### config.mk
export PLATFORM = sky130hd
export DESIGN_NAME = key_event_gen
export DESIGN_NICKNAME = d
export VERILOG_FILES = /design/src/rtl/key_event_pkg.sv /design/src/rtl/key_event_chan.sv /design/src/rtl/key_event_gen.sv
export SDC_FILE = /design/constraint.sdc
export NUM_CORES = 1
export LEC_CHECK = 0
export BUFFER_PORTS_ARGS = -buffer_cell sky130_fd_sc_hd__buf_2
export CAP_MARGIN = 40
export CORE_ASPECT_RATIO = 1.2
export CORE_UTILIZATION = 30
export DETAILED_ROUTE_END_ITERATION = 10
export GPL_TIMING_DRIVEN = 0
export PLACE_DENSITY_LB_ADDON = 0.12
export SLEW_MARGIN = 20
export SYNTH_ARGS = -nofsm -noshare
export SYNTH_HDL_FRONTEND = slang
export SYNTH_SLANG_ARGS = --single-unit
### constraint.sdc
create_clock -name I_clk -period 2.4 [get_ports I_clk]
set_input_delay 0.6 -clock I_clk [delete_from_list [all_inputs] [get_ports I_clk]]
set_output_delay 0.6 -clock I_clk [all_outputs]
set_load 0.01 [all_outputs]
### src/rtl/key_event_pkg.sv
// Shared types and helpers for the key event generator: per-channel FSM states
// and the ms-to-clock-cycle conversion used to size the debounce and hold timers.
package key_event_pkg;

    typedef enum logic [1:0] {
        IDLE        = 2'd0,
        DEB_PRESS   = 2'd1,
        PRESSED     = 2'd2,
        DEB_RELEASE = 2'd3
    } key_state_e;

    function automatic int unsigned ms_to_cyc(input int unsigned clk_freq, input int unsigned ms);
        return clk_freq / 1000 * ms;
    endfunction

endpackage

### src/rtl/key_event_chan.sv
// One key channel: 2-flop synchroniser, debounce FSM, press/release/toggle events.
// Long-press detection (hold counter + O_long) is built only with KEY_EVENT_LONG_PRESS_EN.
module key_event_chan
    import key_event_pkg::*;
#(
    parameter int unsigned CLK_FREQ    = 27_000_000,
    parameter int unsigned DEBOUNCE_MS = 20,
    parameter int unsigned LONG_MS     = 500,
    parameter int          ACTIVE_LOW  = 1
) (
    input  logic       I_clk,
    input  logic       I_rst_n,
    input  logic       I_key,
    output logic       O_key_level,
    output logic       O_press,
    output logic       O_release,
    output logic       O_long,
    output logic       O_toggle,
    output key_state_e O_state
);

    localparam int unsigned DEB_CYC  = ms_to_cyc(CLK_FREQ, DEBOUNCE_MS);
    localparam int unsigned LONG_CYC = ms_to_cyc(CLK_FREQ, LONG_MS);
    localparam int unsigned MAX_CYC  = (DEB_CYC > LONG_CYC) ? DEB_CYC : LONG_CYC;
    localparam int          CNT_W    = $clog2(MAX_CYC) + 1;
    localparam logic [CNT_W-1:0] DEB_CYC_W = CNT_W'(DEB_CYC);
    // Raw pin level that means "not pressed"; the synchroniser resets to it.
    localparam logic IDLE_LVL = (ACTIVE_LOW != 0);

    logic [1:0]       sync;
    logic             key_s;
    key_state_e       state, state_nxt;
    logic [CNT_W-1:0] deb_cnt;
    logic             deb_clr, deb_inc;
    logic             press_nxt, release_nxt;
    logic             press_q, release_q, level_q, toggle_q;

    assign key_s = sync[1] ^ IDLE_LVL;

    always_comb begin
        state_nxt   = state;
        deb_clr     = 1'b0;
        deb_inc     = 1'b0;
        press_nxt   = 1'b0;
        release_nxt = 1'b0;
        case (state)
            IDLE: begin
                if (key_s) begin
                    state_nxt = DEB_PRESS;
                    deb_clr   = 1'b1;
                end
            end
            DEB_PRESS: begin
                if (!key_s) begin
                    state_nxt = IDLE;
                end else if (deb_cnt >= DEB_CYC_W) begin
                    state_nxt = PRESSED;
                    press_nxt = 1'b1;
                end else begin
                    deb_inc = 1'b1;
                end
            end
            PRESSED: begin
                if (!key_s) begin
                    state_nxt = DEB_RELEASE;
                    deb_clr   = 1'b1;
                end
            end
            DEB_RELEASE: begin
                if (key_s) begin
                    state_nxt = PRESSED;
                end else if (deb_cnt >= DEB_CYC_W) begin
                    state_nxt   = IDLE;
                    release_nxt = 1'b1;
                end else begin
                    deb_inc = 1'b1;
                end
            end
            default: state_nxt = IDLE;
        endcase
    end

    always_ff @(posedge I_clk or negedge I_rst_n) begin
        if (!I_rst_n) begin
            sync      <= {2{IDLE_LVL}};
            state     <= IDLE;
            deb_cnt   <= '0;
            press_q   <= 1'b0;
            release_q <= 1'b0;
            level_q   <= 1'b0;
            toggle_q  <= 1'b0;
        end else begin
            sync      <= {sync[0], I_key};
            state     <= state_nxt;
            press_q   <= press_nxt;
            release_q <= release_nxt;
            if (deb_clr) begin
                deb_cnt <= '0;
            end else if (deb_inc) begin
                deb_cnt <= deb_cnt + 1'b1;
            end
            if (press_nxt) begin
                level_q  <= 1'b1;
                toggle_q <= ~toggle_q;
            end else if (release_nxt) begin
                level_q <= 1'b0;
            end
        end
    end

`ifdef KEY_EVENT_LONG_PRESS_EN
    localparam logic [CNT_W-1:0] LONG_CYC_W = CNT_W'(LONG_CYC);
    localparam logic [CNT_W-1:0] LONG_LAST  = CNT_W'(LONG_CYC - 1);

    logic [CNT_W-1:0] hold_cnt;
    logic             long_done, long_q, long_hit;

    // Hold time keeps running through DEB_RELEASE, but the event only fires in PRESSED.
    assign long_hit = (state == PRESSED) && !long_done && (hold_cnt >= LONG_LAST);

    always_ff @(posedge I_clk or negedge I_rst_n) begin
        if (!I_rst_n) begin
            hold_cnt  <= '0;
            long_done <= 1'b0;
            long_q    <= 1'b0;
        end else begin
            long_q <= long_hit;
            if (press_nxt) begin
                hold_cnt  <= '0;
                long_done <= 1'b0;
            end else begin
                if ((state == PRESSED || state == DEB_RELEASE) && hold_cnt < LONG_CYC_W) begin
                    hold_cnt <= hold_cnt + 1'b1;
                end
                if (long_hit) begin
                    long_done <= 1'b1;
                end
            end
        end
    end

    assign O_long = long_q;
`else
    assign O_long = 1'b0;
`endif

    assign O_key_level = level_q;
    assign O_press     = press_q;
    assign O_release   = release_q;
    assign O_toggle    = toggle_q;
    assign O_state     = state;

endmodule

### src/rtl/key_event_gen.sv
// KEY_NUM independent debounced key channels with press/release/long/toggle events.
// Define KEY_EVENT_LONG_PRESS_EN to build the long-press hold counters.
module key_event_gen
    import key_event_pkg::*;
#(
    parameter int unsigned CLK_FREQ    = 27_000_000,
    parameter int          KEY_NUM     = 4,
    parameter int unsigned DEBOUNCE_MS = 20,
    parameter int unsigned LONG_MS     = 500,
    parameter int          ACTIVE_LOW  = 1
) (
    input  logic                                  I_clk,
    input  logic                                  I_rst_n,
    input  logic [KEY_NUM-1:0]                    I_key,
    output logic [KEY_NUM-1:0]                    O_key_level,
    output logic [KEY_NUM-1:0]                    O_press,
    output logic [KEY_NUM-1:0]                    O_release,
    output logic [KEY_NUM-1:0]                    O_long,
    output logic [KEY_NUM-1:0]                    O_toggle,
    output logic [KEY_NUM*$bits(key_state_e)-1:0] O_dbg_state
);

    localparam int STATE_W = $bits(key_state_e);

    key_state_e chan_state [KEY_NUM];

    for (genvar i = 0; i < KEY_NUM; i++) begin : g_chan
        key_event_chan #(
            .CLK_FREQ   (CLK_FREQ),
            .DEBOUNCE_MS(DEBOUNCE_MS),
            .LONG_MS    (LONG_MS),
            .ACTIVE_LOW (ACTIVE_LOW)
        ) u_chan (
            .I_clk      (I_clk),
            .I_rst_n    (I_rst_n),
            .I_key      (I_key[i]),
            .O_key_level(O_key_level[i]),
            .O_press    (O_press[i]),
            .O_release  (O_release[i]),
            .O_long     (O_long[i]),
            .O_toggle   (O_toggle[i]),
            .O_state    (chan_state[i])
        );
        assign O_dbg_state[i*STATE_W +: STATE_W] = chan_state[i];
    end

endmodule

==> metrics.txt <==
# TYPE chip_impl_metric gauge
chip_impl_info{name="critPathTopFamily",value="simple AND/OR/NAND/NOR gates"} 1
chip_impl_metric{name="detail_route.iter0.violations",unit=""} 366
chip_impl_metric{name="post_drt_wl_per_cell",unit="microns"} 15.1
chip_impl_metric{name="first_global_vias",unit=""} 5659
chip_impl_metric{name="top_level_i_o_count",unit=""} 34
chip_impl_metric{name="power.leakage",unit="nW"} 3.57
chip_impl_metric{name="floorplan.die.height",unit="microns"} 169
chip_impl_metric{name="synthArstFlopShare",unit=""} 1.00
chip_impl_metric{name="sink_count_of_the_clock_tree",unit=""} 132
chip_impl_info{name="status",value="completed"} 1
chip_impl_info{name="post_synth_main_area_contributors",value="dfrtp_1 45%, a21oi_1 3.5%, nand2_1 3.4%"} 1
chip_impl_info{name="synth_area_leader_cell",value="dfrtp_1"} 1
chip_impl_metric{name="finalWorstPathRequiredPeriod",unit="ps"} 2280
chip_impl_metric{name="layout-drive-gt1-share",unit=""} 0.172
chip_impl_metric{name="clk_latency",unit="ps"} 420
chip_impl_metric{name="finClkSkew",unit="ps"} 12.3
chip_impl_metric{name="sw_frac_of_total",unit=""} 0.225
chip_impl_metric{name="finalSetupTns",unit="ps"} 0
chip_impl_metric{name="overall_overflow_remaining_after_global_route",unit=""} 0
chip_impl_metric{name="h-tree-depth",unit=""} 4
chip_impl_metric{name="cp.required",unit="ps"} 2750
chip_impl_metric{name="final_antenna_net_count",unit=""} 0
chip_impl_metric{name="number_of_inserted_filler_cells_in_the_final_layout",unit=""} 2263
chip_impl_metric{name="place_congestion",unit=""} 0.796
chip_impl_info{name="ctsRootBufferMaster",value="clkbuf_16"} 1
chip_impl_metric{name="instances_no_fill",unit=""} 1101
chip_impl_metric{name="timing.max_slew.rel_slack",unit=""} 0.552
chip_impl_metric{name="dpl.cell_count",unit=""} 1069
chip_impl_metric{name="cts.hold.buffers_added",unit=""} 0
chip_impl_metric{name="worstPathBufferInverterCount",unit=""} 1
chip_impl_info{name="post_synth_most_frequent_cells",value="124 x dfrtp_1, 63 x nand2_1, 49 x a21oi_1"} 1
chip_impl_metric{name="viasPerCell",unit=""} 5.19
chip_impl_metric{name="grt_first_pass_wirelength",unit="mm"} 28.6
chip_impl_metric{name="yosys_warnings",unit=""} 0
chip_impl_metric{name="die_footprint",unit="sq um"} 23900
chip_impl_metric{name="fin_crit_sh",unit=""} 0.949
chip_impl_metric{name="post_synth_instance_area",unit="sq um"} 6970
chip_impl_metric{name="whs",unit="ps"} 104
chip_impl_metric{name="timing.final.hold_violations",unit=""} 0
chip_impl_metric{name="synth_seq_area_share",unit=""} 0.475
chip_impl_metric{name="core_region",unit="sq um"} 22600
chip_impl_metric{name="power.clock.fraction",unit=""} 0.516
chip_impl_metric{name="post-dp-hpwl",unit="mm"} 11.3
chip_impl_metric{name="finalSetupViolations",unit=""} 0
chip_impl_metric{name="post-cts-setup-buffers",unit=""} 0
chip_impl_metric{name="clock_pin_transition_on_the_worst_setup_and_hold_timing_paths",unit="ps"} 60
chip_impl_metric{name="buffer_ports.inserted",unit=""} 29
chip_impl_info{name="worst-setup-path-type",value="reg -> reg"} 1
chip_impl_metric{name="cp_data_arrival_time",unit="ps"} 2630
chip_impl_metric{name="power_density_over_the_cells",unit="nW/um^2"} 649
chip_impl_metric{name="timing.critical_path.fanout_max",unit=""} 10
chip_impl_metric{name="floorplan.initialDensity",unit=""} 0.309
chip_impl_info{name="ys.flop_type",value="dfrtp_1"} 1
chip_impl_info{name="critical-path-slowest-cell",value="or4_4"} 1
chip_impl_metric{name="antenna_found_initial",unit=""} 0
chip_impl_info{name="timing.hold.worst.class",value="in -> async"} 1
chip_impl_info{name="critPathCaptureType",value="register"} 1
chip_impl_metric{name="areaGrowthSynthToFinish",unit="%"} 18.3
chip_impl_metric{name="grt_max_degree",unit=""} 76
chip_impl_metric{name="detail_route.drc_violations",unit=""} 0
chip_impl_metric{name="cts_buffers",unit=""} 17
chip_impl_metric{name="grt_use_total",unit=""} 0.150
chip_impl_metric{name="num_antenna_cells",unit=""} 0
chip_impl_metric{name="pwr-share-comb",unit=""} 0.051
chip_impl_metric{name="seq_power_share",unit=""} 0.433
chip_impl_metric{name="cell_internal_pwr",unit="W"} 0.00415
chip_impl_metric{name="switch_pwr",unit="W"} 0.00120
chip_impl_metric{name="detailroute.via_count",unit=""} 5715
chip_impl_metric{name="timing_max_transition_violations_final",unit=""} 0
chip_impl_metric{name="worstMarginPinSlew",unit="ps"} 670
chip_impl_metric{name="max_freq",unit="MHz"} 439
chip_impl_info{name="grt_setup_unrepaired",value="no"} 1
chip_impl_metric{name="placement_rows",unit=""} 60
chip_impl_metric{name="die_w",unit="microns"} 141
chip_impl_metric{name="drt_pass1_iterations",unit=""} 5
chip_impl_metric{name="post_synth.cell_area_avg",unit="sq um"} 9.60
chip_impl_metric{name="crit_path_max_incr_delay",unit="ps"} 560
chip_impl_metric{name="wl",unit="mm"} 16.6
chip_impl_metric{name="area_fraction_of_the_dominant_cell_type_after_synthesis",unit=""} 0.445
chip_impl_metric{name="vdd_ir_max",unit="V"} 0.000503
chip_impl_info{name="crit_path_start_kind",value="register"} 1
chip_impl_metric{name="synth.ff_latch_count",unit=""} 132
chip_impl_info{name="crit_path_cell_trace",value="or4_4 > o21ai_2 > nand4_2 > buf_4 > or4_1 > a21oi_1"} 1
chip_impl_metric{name="synthDistinctLibCells",unit=""} 68
chip_impl_metric{name="clockBufferDepth",unit=""} 2
chip_impl_metric{name="syn-instance-count",unit=""} 726
chip_impl_metric{name="fin_util",unit=""} 0.365
chip_impl_info{name="tritoncts",value="yes"} 1
chip_impl_info{name="most_common_cell_in_the_netlist",value="dfrtp_1"} 1
chip_impl_metric{name="synth_edf_count",unit=""} 0
chip_impl_metric{name="maxCapViolations",unit=""} 0
chip_impl_metric{name="num-nets-final",unit=""} 792
area by class of cell:
class / instances / area (sq um) / area share
Multi-Input combinational cell: 518 / 3330 / 0.404
Sequential cell: 132 / 3310 / 0.402
Clock buffer: 24 / 472 / 0.0572
Tap cell: 310 / 388 / 0.0470
Buffer: 53 / 312 / 0.0378
Timing Repair Buffer: 30 / 183 / 0.0221
Clock inverter: 8 / 149 / 0.0181
Inverter: 26 / 97.6 / 0.0118
timing repair:
item                                    CTS  global route
endpoints found under the setup margin   21            42
resized for setup                         3            20
pin swaps                                 0             2
cells in the final DEF, fill, tap and decap left out, types with 8 or more instances in the layout:
| cell | n |
|---|---|
| inv_1 | 26 |
| buf_2 | 37 |
| or3_1 | 12 |
| clkbuf_1 | 21 |
| nor2_1 | 41 |
| dfrtp_1 | 123 |
| and3_1 | 19 |
| mux2i_1 | 11 |
| o21ai_0 | 16 |
| buf_4 | 22 |
| nand4_1 | 21 |
| nor3_1 | 15 |
| dfstp_2 | 8 |
| ha_1 | 8 |
| o31ai_1 | 23 |
| nand3_1 | 37 |
| clkbuf_16 | 17 |
| a21oi_1 | 49 |
| o211ai_1 | 11 |
| or4_1 | 26 |
| nand2_1 | 63 |
| a31oi_1 | 8 |
| and2_1 | 28 |
| nand2b_1 | 14 |
metal layers:
| metal | routed length, microns | track usage |
|---|---|---|
| met1 | 7840 | 0.193 |
| met2 | 8070 | 0.249 |
| met3 | 469 | 0.0266 |
| met4 | 262 | 0.0586 |
| met5 | 0 | 0 |
sequential cells by signal (all words and copies together), names as in the netlist, named ones only:
signal	count
g_chan.u_chan.O_press	4
g_chan.u_chan.O_release	4
g_chan.u_chan.O_toggle	4
g_chan.u_chan.sync	8
g_chan.u_chan.deb_cnt	100
g_chan.u_chan.O_state	4
g_chan.u_chan.O_key_level	4
metrics by stage:
stage	area [sq um]	setup slack, ps	power [W]
final	8250	122	0.00535
after detailed placement	7550	-313	0.00263
after floorplan	6980	288	0.00251
after global routing	8250	12.9	0.00558
after global placement	7520	-1200	0.00262
after CTS	8190	8.76	0.00543
path summary, 6_finish.rpt:
check | from | end | slack [ps] | cells after the start
min reg2reg | g_chan[1].u_chan.sync[0] | g_chan[1].u_chan.sync[1] | 350 | 0
max | g_chan[2].u_chan.deb_cnt[17] | g_chan[2].u_chan.deb_cnt[7] | 120 | 6
max reg2reg | g_chan[2].u_chan.deb_cnt[17] | g_chan[2].u_chan.deb_cnt[7] | 120 | 6
min | I_rst_n | g_chan[3].u_chan.O_press | 100 | 1
min in group I_clk | I_key[3] | g_chan[3].u_chan.sync[0] | 280 | 1
max in group asynchronous | I_rst_n | g_chan[1].u_chan.sync[0] | 1510 | 2
kinds of logic (layout without fill, tap and decap cells):
group / count (synthesis) / in the layout / share of synthesized area
fa+ha+maj: 8 / 8 / 0.0144
xor+xnor: 14 / 14 / 0.0176
other cells: 1 / 4 / 0.000538
buf+inv: 79 / 141 / 0.0580
simple gates: 313 / 313 / 0.249
flops: 132 / 132 / 0.475
mux: 11 / 11 / 0.0158
compound gates: 168 / 168 / 0.170
power by group through the flow:
stage          sequential [W]  combinational (W)  clock (W)
5_1_grt               0.00233           0.000317    0.00294
2_1_floorplan         0.00235           0.000160          0
3_5_place_dp          0.00236           0.000279          0
3_3_place_gp          0.00235           0.000266          0
6_report              0.00232           0.000275    0.00276
4_1_cts               0.00232           0.000280    0.00283
worst reg2reg max path: stages, from the launching register on:
cell     delay (ps)
dfrtp_1         420
or4_4           560
o21ai_2         170
nand4_2         200
buf_4           230
or4_1           470
a21oi_1         150
Power figures use the tool's default switching activity.
